$ cat config.mk
export PLATFORM = sky130hd
export DESIGN_NAME = game_countdown_flat
export DESIGN_NICKNAME = d
export VERILOG_FILES = /design/src/rtl/game_countdown_if.sv /design/src/rtl/game_countdown.sv /design/src/flat_wrapper.sv
export SDC_FILE = /design/constraint.sdc
export NUM_CORES = 1
export LEC_CHECK = 0
export BUFFER_PORTS_ARGS = -buffer_cell sky130_fd_sc_hd__buf_2
export CAP_MARGIN = 20
export CORE_AREA = 2 2 40 42
export CTS_CLUSTER_SIZE = 10
export DETAILED_ROUTE_END_ITERATION = 6
export DIE_AREA = 0 0 42 44
export MAX_ROUTING_LAYER = met4
export PLACE_DENSITY_LB_ADDON = 0.12
export SLEW_MARGIN = 20
export SYNTH_ARGS = -nofsm -noshare
export SYNTH_HDL_FRONTEND = slang
export SYNTH_SLANG_ARGS = --single-unit
export TNS_END_PERCENT = 1
$ cat constraint.sdc
create_clock -name clk_in -period 3.5 [get_ports clk_in]
set_input_delay 0.7 -clock clk_in [delete_from_list [all_inputs] [get_ports clk_in]]
set_output_delay 0.7 -clock clk_in [all_outputs]
set_load 0.05 [all_outputs]
$ cat src/rtl/game_countdown_if.sv
// game_countdown_if: control and status bundle for the seconds countdown.
//   tick_in   - divided timer clock (asynchronous level) into the countdown
//   start     - one-cycle pulse: reload and run
//   pause     - one-cycle pulse: toggle run/pause
//   tick_out  - synchronised one-cycle tick per tick_in rising edge
//   sec_tens  - BCD tens digit
//   sec_ones  - BCD ones digit
//   running   - high while counting
//   time_up   - high once the count has reached 00
// master drives the controls (game logic / bench); slave is the countdown.
interface game_countdown_if;
    logic       tick_in;
    logic       start;
    logic       pause;
    logic       tick_out;
    logic [3:0] sec_tens;
    logic [3:0] sec_ones;
    logic       running;
    logic       time_up;

    modport master (
        output tick_in, start, pause,
        input  tick_out, sec_tens, sec_ones, running, time_up
    );

    modport slave (
        input  tick_in, start, pause,
        output tick_out, sec_tens, sec_ones, running, time_up
    );
endinterface

$ cat src/rtl/game_countdown.sv
// game_countdown: two-digit BCD seconds countdown for the coin-catcher round.
// The slow divider clock arrives as data on bus.tick_in, is synchronised into
// the clk_in domain and edge-detected into single-cycle ticks. A
// IDLE/RUN/PAUSE/DONE machine counts START_SEC (legal 1..99) down to 00.
//   clk_in  - system clock, rising edge
//   reset   - asynchronous, active-low
//   bus     - game_countdown_if.slave (controls in, digits/status out)
module game_countdown #(
    parameter int START_SEC = 60
) (
    input logic              clk_in,
    input logic              reset,
    game_countdown_if.slave  bus
);
    localparam logic [3:0] TENS = 4'(START_SEC / 10);
    localparam logic [3:0] ONES = 4'(START_SEC % 10);

    typedef enum logic [1:0] {IDLE, RUN, PAUSE, DONE} state_t;

    state_t     state;
    logic       s1, s2, prev, tick_r;
    logic [3:0] tens, ones;
    logic       running_r, time_up_r;

    // Two-flop synchroniser followed by a rising-edge detector.
    always_ff @(posedge clk_in or negedge reset) begin
        if (!reset) begin
            s1     <= 1'b0;
            s2     <= 1'b0;
            prev   <= 1'b0;
            tick_r <= 1'b0;
        end else begin
            s1     <= bus.tick_in;
            s2     <= s1;
            prev   <= s2;
            tick_r <= s2 & ~prev;
        end
    end

    // Priority: start > pause > tick. In RUN a tick coinciding with pause is
    // still counted; a tick that reaches 00 wins over pause and ends the round.
    always_ff @(posedge clk_in or negedge reset) begin
        if (!reset) begin
            state     <= IDLE;
            tens      <= TENS;
            ones      <= ONES;
            running_r <= 1'b0;
            time_up_r <= 1'b0;
        end else if (bus.start) begin
            state     <= RUN;
            tens      <= TENS;
            ones      <= ONES;
            running_r <= 1'b1;
            time_up_r <= 1'b0;
        end else begin
            case (state)
                RUN: begin
                    if (tick_r && tens == 4'd0 && ones == 4'd1) begin
                        ones      <= 4'd0;
                        state     <= DONE;
                        running_r <= 1'b0;
                        time_up_r <= 1'b1;
                    end else begin
                        if (tick_r) begin
                            if (ones != 4'd0) begin
                                ones <= ones - 4'd1;
                            end else begin
                                ones <= 4'd9;
                                tens <= tens - 4'd1;
                            end
                        end
                        if (bus.pause) begin
                            state     <= PAUSE;
                            running_r <= 1'b0;
                        end
                    end
                end
                PAUSE: begin
                    if (bus.pause) begin
                        state     <= RUN;
                        running_r <= 1'b1;
                    end
                end
                default: ;  // IDLE and DONE wait for start only
            endcase
        end
    end

    assign bus.tick_out = tick_r;
    assign bus.sec_tens = tens;
    assign bus.sec_ones = ones;
    assign bus.running  = running_r;
    assign bus.time_up  = time_up_r;
endmodule

$ cat src/flat_wrapper.sv
// flat-port wrapper written by rule: the top's interface ports become plain ports
module game_countdown_flat 
#(
    parameter int START_SEC = 60
)
  (clk_in, reset, bus_tick_in, bus_start, bus_pause, bus_tick_out, bus_sec_tens, bus_sec_ones, bus_running, bus_time_up);
  game_countdown_if bus_i ();
  input logic clk_in;
  input logic reset;
  input wire logic [$bits(bus_i.tick_in)-1:0] bus_tick_in;
  input wire logic [$bits(bus_i.start)-1:0] bus_start;
  input wire logic [$bits(bus_i.pause)-1:0] bus_pause;
  output wire logic [$bits(bus_i.tick_out)-1:0] bus_tick_out;
  output wire logic [$bits(bus_i.sec_tens)-1:0] bus_sec_tens;
  output wire logic [$bits(bus_i.sec_ones)-1:0] bus_sec_ones;
  output wire logic [$bits(bus_i.running)-1:0] bus_running;
  output wire logic [$bits(bus_i.time_up)-1:0] bus_time_up;
  assign bus_i.tick_in = bus_tick_in;
  assign bus_i.start = bus_start;
  assign bus_i.pause = bus_pause;
  assign bus_tick_out = bus_i.tick_out;
  assign bus_sec_tens = bus_i.sec_tens;
  assign bus_sec_ones = bus_i.sec_ones;
  assign bus_running = bus_i.running;
  assign bus_time_up = bus_i.time_up;
  game_countdown #(.START_SEC(START_SEC)) u_core (.clk_in(clk_in), .reset(reset), .bus(bus_i));
endmodule
==> run summary, run 1 <==
unrepaired setup endpoints after global routing = no
Max-cap violations = 0
CTS clk-pin slew, worst paths = 0.09 ns
M2 GR Usage = 0.234
cell area after layout = 850 µm²
most frequent cells in the layout = 15 x buf_2, 14 x dfrtp_1, 8 x a21oi_1
worst skew pair latency = 0.28 ns
Max Transition Viols Final = 0
Total Power = 0.000381 W
Vias = 550
First-pass DRT Iterations = 2
top cell type by total area after synthesis = dfrtp_1
clock tree sinks = 16
Max Clock Skew = 0.00218 ns
dpl cells = 96
fmax = 0.504 GHz
CP Class = flip-flop to flip-flop
CP top delay family = simple AND/OR/NAND/NOR gates
vias in the first global route = 504
WL/cell = 12.4 µm
CTS resizes = 0
setup repair bufs after CTS = 0
Synth cell types = 28
starting DRC count in detailed routing = 2
Final setup viols = 0
number of buffers and inverters on the critical path = 0
Starting Density = 0.519
Critical Path End Type = flip-flop
GR Util met3 = 0.0333
Final Hold Viols = 0
Nets = 92
Critical Path RT = 3.67 ns
Max transition margin = 0.687
FP Rows = 14
Max clock buf depth = 2
Syn Area/Cell = 10.8 µm²
Max IR drop VDD = 282 µV
Die X = 42 µm
# DRC = 0
post-synthesis sequential area ratio = 0.547
Max stage delay on crit path = 0.57 ns
Synthesized Nets = 75
Hold Crit Class = input pin to asynchronous set/reset pin
Post-DP HPWL = 907 µm
cell leakage power = 0.382 nW
Ys Warns = 0
largest net degree at the start of global routing = 17
share of cells above drive strength 1 = 0.333
fin util = 0.599
area grow syn2layout = 15.3%
DP Area = 813 µm²
Pwr Density = 448 mW/mm²
Vias/cell = 5.50
global-route wire length before repair = 2.15 mm
Slowest cell on crit path = or4_4
critical-path cell list = or3_1 > or4_4 > a311o_1
Synth area leaders = dfrtp_1 48%, dfstp_2 7.1%, a21oi_1 5.4%
Cells after Synth = 68
Ports = 16
CTS tree = built
busiest grt layer = met2
die area = 0.00185 mm²
Fill cells = 113
Post-Syn Area = 737 µm²
arrival time of the worst setup path = 2.15 ns
Final Critical Period = 1.99 ns
startpoint types = flip-flop
Cell Count, Final, Fillers Out = 100
status = completed
WL final = 1.24 mm
most common cell after layout, fill and taps aside = buf_2
gpl congestion = 0.742
Post-CTS Hold Buffers = 0
worst-margin pin slew = 0.468 ns
H-tree depth = 1
crit path max fanout = 9
antenna violations before repair = 0
Ant. Diodes = 0
Period Utilization, post-route = 0.567
core area = 0.00142 mm²
setup_tns = 0 ns
area share of the largest cell type after synthesis = 0.475
Port Buf Inserts = 15
synthesis-stage register bit count = 16
Die Span Y = 44 µm
All-Layer GR Usage = 0.159
post-route antenna net violation count = 0
CTS buffer count = 3
Root Buffer Master = clkbuf_4
Congestion Overflow GR = 0
met1 Use GR = 0.210
kinds of logic (layout without fill, tap and decap cells):
group,count (synthesis),count (layout),share of synthesized area
flip-flops,16,16,0.547
AO/OA/AOI/OAI,20,20,0.171
AND/OR/NAND/NOR,22,22,0.197
buffers and inverters,8,24,0.0509
adder cells (fa/ha/maj),2,2,0.0340
power breakdown:
group          switching [W]  internal (W)  leakage (nW)  total (W)
clock network      0.0000551     0.0000632        0.0210   0.000118
logic              0.0000414     0.0000174         0.161  0.0000588
registers         0.00000871      0.000195         0.199   0.000204
worst register-to-register path, stage by stage, from the launching register on:
cell     delay [ns]
dfrtp_1        0.45
or3_1          0.50
or4_4          0.57
a311o_1        0.36
Yosys cell counts:
master,n
dfrtp_1,14
a21oi_1,8
inv_1,5
o31ai_1,4
nand2_1,3
nand2b_1,3
o21ai_0,3
clkbuf_1,2
dfstp_2,2
ha_1,2
nor2_1,2
nor2b_1,2
or3_1,2
or3_2,2
a211o_1,1
a211oi_1,1
a311o_1,1
a31oi_1,1
buf_6,1
nand4bb_1,1
nor3_1,1
nor4_1,1
o2bb2ai_1,1
or2_2,1
or3b_2,1
or4_2,1
or4_4,1
or4b_2,1
metal layers:
metal	vias to the layer above	wire length, µm
met2	12	573
met3	2	64
met5	-	0
met4	0	10
met1	260	591
li1	276	-
layout make-up:
cell class | instances | area, µm² | area share
Timing Repair Buffer | 15 | 75.1 | 0.0884
Multi-Input combinational cell | 44 | 297 | 0.349
Sequential cell | 16 | 403 | 0.474
Inverter | 5 | 18.8 | 0.0221
Clock buffer | 4 | 36.3 | 0.0427
Tap cell | 16 | 20.0 | 0.0236
sequential cells by signal, indices dropped and copies added, names as in the netlist:
| signal | cells |
|---|---|
| u_core.s2 | 1 |
| u_core.prev | 1 |
| u_core.s1 | 1 |
| u_core.bus.sec_ones | 4 |
| u_core.bus.tick_out | 1 |
| u_core.state | 2 |
| u_core.bus.time_up | 1 |
| u_core.bus.running | 1 |
| u_core.bus.sec_tens | 4 |
final timing paths:
check	startpoint	to	slack, ns	cells past startpoint
setup / recovery	u_core.bus.sec_ones[1]	u_core.bus.running	1.51	3
hold reg to reg	u_core.s1	u_core.s2	0.37	0
hold / removal	reset	u_core.bus.sec_ones[3]	0.32	1
setup reg to reg	u_core.bus.sec_ones[1]	u_core.bus.running	1.51	3
max in group asynchronous	reset	u_core.bus.sec_tens[2]	2.88	1
min in group clk_in	u_core.s1	u_core.s2	0.37	0
stage by stage:
step	hold slack [ns]	setup slack (ns)
2_1_floorplan	0.331	1.35
3_3_place_gp	0.334	1.55
3_5_place_dp	0.350	1.51
4_1_cts	0.321	1.50
5_1_grt	0.341	1.39
6_report	0.315	1.51
Note: power is estimated with default switching activity, not from simulation.
==> inputs of run 2 (changes only) <==
--- a/config.mk
+++ b/config.mk
@@ -5,12 +5,13 @@
 export SDC_FILE = /design/constraint.sdc
 export NUM_CORES = 1
 export LEC_CHECK = 0
+export ABC_AREA = 1
 export BUFFER_PORTS_ARGS = -buffer_cell sky130_fd_sc_hd__buf_2
 export CAP_MARGIN = 20
-export CORE_AREA = 2 2 40 42
+export CORE_AREA = 2 2 46 48
 export CTS_CLUSTER_SIZE = 10
 export DETAILED_ROUTE_END_ITERATION = 6
-export DIE_AREA = 0 0 42 44
+export DIE_AREA = 0 0 48 50
 export MAX_ROUTING_LAYER = met4
 export PLACE_DENSITY_LB_ADDON = 0.12
 export SLEW_MARGIN = 20
==> constraint.sdc (replaced) <==
create_clock -name clk_in -period 1.65 [get_ports clk_in]
set_input_delay 0.33 -clock clk_in [delete_from_list [all_inputs] [get_ports clk_in]]
set_output_delay 0.33 -clock clk_in [all_outputs]
set_load 0.05 [all_outputs]
==> run summary, run 2 <==
Critical Path End Type = output port
DP Area = 947 µm²
busiest grt layer = met2
Post-synth EDFFs = 0
First-pass DRT Iterations = 4
Die Span Y = 50 µm
Max IR drop VDD = 555 µV
arrival time of the worst setup path = 1.10 ns
Post-Syn Area = 836 µm²
Port Buf Inserts = 15
Max stage delay on crit path = 0.56 ns
number of cells on the worst reg-to-reg path = 8
vias in the first global route = 661
most common cell after layout, fill and taps aside = nand2_1
Post-CTS Hold Buffers = 1
Synth area leaders = dfrtp_1 42%, nand2_1 14%, inv_1 8.1%
unrepaired setup endpoints after global routing = no
post-synthesis sequential area ratio = 0.482
Ys Warns = 0
antenna violations before repair = 0
GR Util met3 = 0.0330
top cell type by total area after synthesis = dfrtp_1
M2 GR Usage = 0.233
All-Layer GR Usage = 0.162
Hold Crit Class = input pin to flip-flop
startpoint types = flip-flop
Max Transition Viols Final = 0
H-tree depth = 1
Pwr Density = 1300 mW/mm²
Final Critical Period = 1.43 ns
Synthesized Nets = 113
fin util = 0.522
Final setup viols = 0
core area = 0.00190 mm²
Ant. Diodes = 0
Max-cap violations = 0
WL/cell = 10.1 µm
Setup crit end = bus_sec_tens[1]
most common cell in the netlist = nand2_1
Critical Path Stages = 1
clock tree sinks = 16
area share of the largest cell type after synthesis = 0.419
Post-DP HPWL = 1.17 mm
Vias = 687
synthesis-stage register bit count = 16
Period Utilization, post-route = 0.867
global-route wire length before repair = 2.73 mm
setup repair bufs after CTS = 0
worst-margin pin slew = 0.360 ns
Fill cells = 174
number of buffers and inverters on the critical path = 1
Congestion Overflow GR = 0
Vias/cell = 4.49
Cells after Synth = 106
Async S/R FF share, synth = 1.00
# DRC = 0
CP Class = flip-flop to output port
Max transition margin = 0.760
CTS clk-pin slew, worst paths = 0.10 ns
gpl congestion = 0.835
Max clock buf depth = 2
die area = 0.00240 mm²
Ports = 16
Slowest cell on crit path = dfstp_2
Nets = 134
fmax = 0.699 GHz
post-route antenna net violation count = 0
cell leakage power = 0.546 nW
CP top delay family = flip-flops
reg2reg start = u_core.bus.sec_tens[1]
CTS resizes = 0
Syn Area/Cell = 7.88 µm²
Post-synth top cells = 32 x nand2_1, 18 x inv_1, 14 x dfrtp_1, 11 x nand3_1, 6 x nor2_1
largest net degree at the start of global routing = 17
status = completed
worst skew pair latency = 0.28 ns
Total Power = 0.00129 W
Starting Density = 0.439
CTS tree = built
share of cells above drive strength 1 = 0.254
FP Rows = 16
Die X = 48 µm
critical-path cell list = buf_2
setup_tns = 0 ns
crit path max fanout = 4
WL final = 1.55 mm
r2r endpoint = u_core.state[1]
Final Hold Viols = 0
Synth cell types = 20
area grow syn2layout = 18.9%
cell area after layout = 993 µm²
CTS buffer count = 3
Root Buffer Master = clkbuf_4
starting DRC count in detailed routing = 12
beginning of the critical path = u_core.bus.sec_tens[1]
Post-synth top flop = dfrtp_1
met1 Use GR = 0.218
R2R Setup Slk = 0.39 ns
Max Clock Skew = 0.00305 ns
Critical Path RT = 1.32 ns
most frequent cells in the layout = 32 x nand2_1, 18 x inv_1, 15 x buf_2
[run 2: cell count changes after synthesis, sizes merged, moves of 2 or more]
cell,previous run,this run
clkbuf,2,0
nand4,0,4
a21oi,8,1
nand2b,3,0
o31ai,4,0
inv,5,19
nor2b,2,0
nand3,0,12
or3,4,0
or4,2,0
nor2,2,11
nand2,3,34
[run 2: stage by stage]
| step | hold WS [ns] | instances | worst slack, ns |
|---|---|---|---|
| final | 0.145 | 153 | 0.219 |
| after global routing | 0.118 | 153 | 0.145 |
| after CTS | 0.135 | 153 | 0.198 |
| after detailed placement | 0.268 | 148 | 0.397 |
| after global placement | 0.263 | 148 | 0.420 |
| after floorplan | 0.0344 | 106 | 0.179 |
[run 2: cell type report]
class,instances,area (µm²),share of cell area
flip-flops and latches,16,403,0.406
multi-input cells,70,357,0.359
repair buffers,17,92.6,0.0932
inverters,19,71.3,0.0718
clock buffers,4,36.3,0.0365
well taps,27,33.8,0.0340
[run 2: worst min-delay path by stage]
| stage | start | end | depth (start not counted) | slack (ns) |
|---|---|---|---|---|
| detailed placement | reset | u_core.bus.sec_ones[3] | 1 | 0.27 |
| global route | bus_tick_in | u_core.s1 | 1 | 0.12 |
| finish | bus_tick_in | u_core.s1 | 1 | 0.14 |
| floorplan | reset | u_core.bus.running | 0 | 0.03 |
| global placement | reset | u_core.bus.sec_ones[2] | 1 | 0.26 |
| CTS | bus_tick_in | u_core.s1 | 1 | 0.13 |
[run 2: cell families (layout without fill, tap and decap cells)]
logic type,after synthesis,count (layout),share of synthesized area
AOI/OAI and AO/OA,5,5,0.0299
xor gates and xnor gates,1,1,0.0105
adders and majority gates,2,2,0.0299
buffers and inverters,20,40,0.0913
DFF,16,16,0.482
and+or+nand+nor,62,62,0.356
[run 2: power breakdown]
group          internal (W)  switching (W)
sequential         0.000460      0.0000705
combinational      0.000145       0.000358
clock              0.000134       0.000124
[run 2: layer usage]
metal,vias to the layer above,routed length [µm],part of all wire
met4,0,14,0.0090
met2,13,729,0.47
met5,-,0,0
li1,364,-,-
met3,2,52,0.034
met1,308,752,0.49
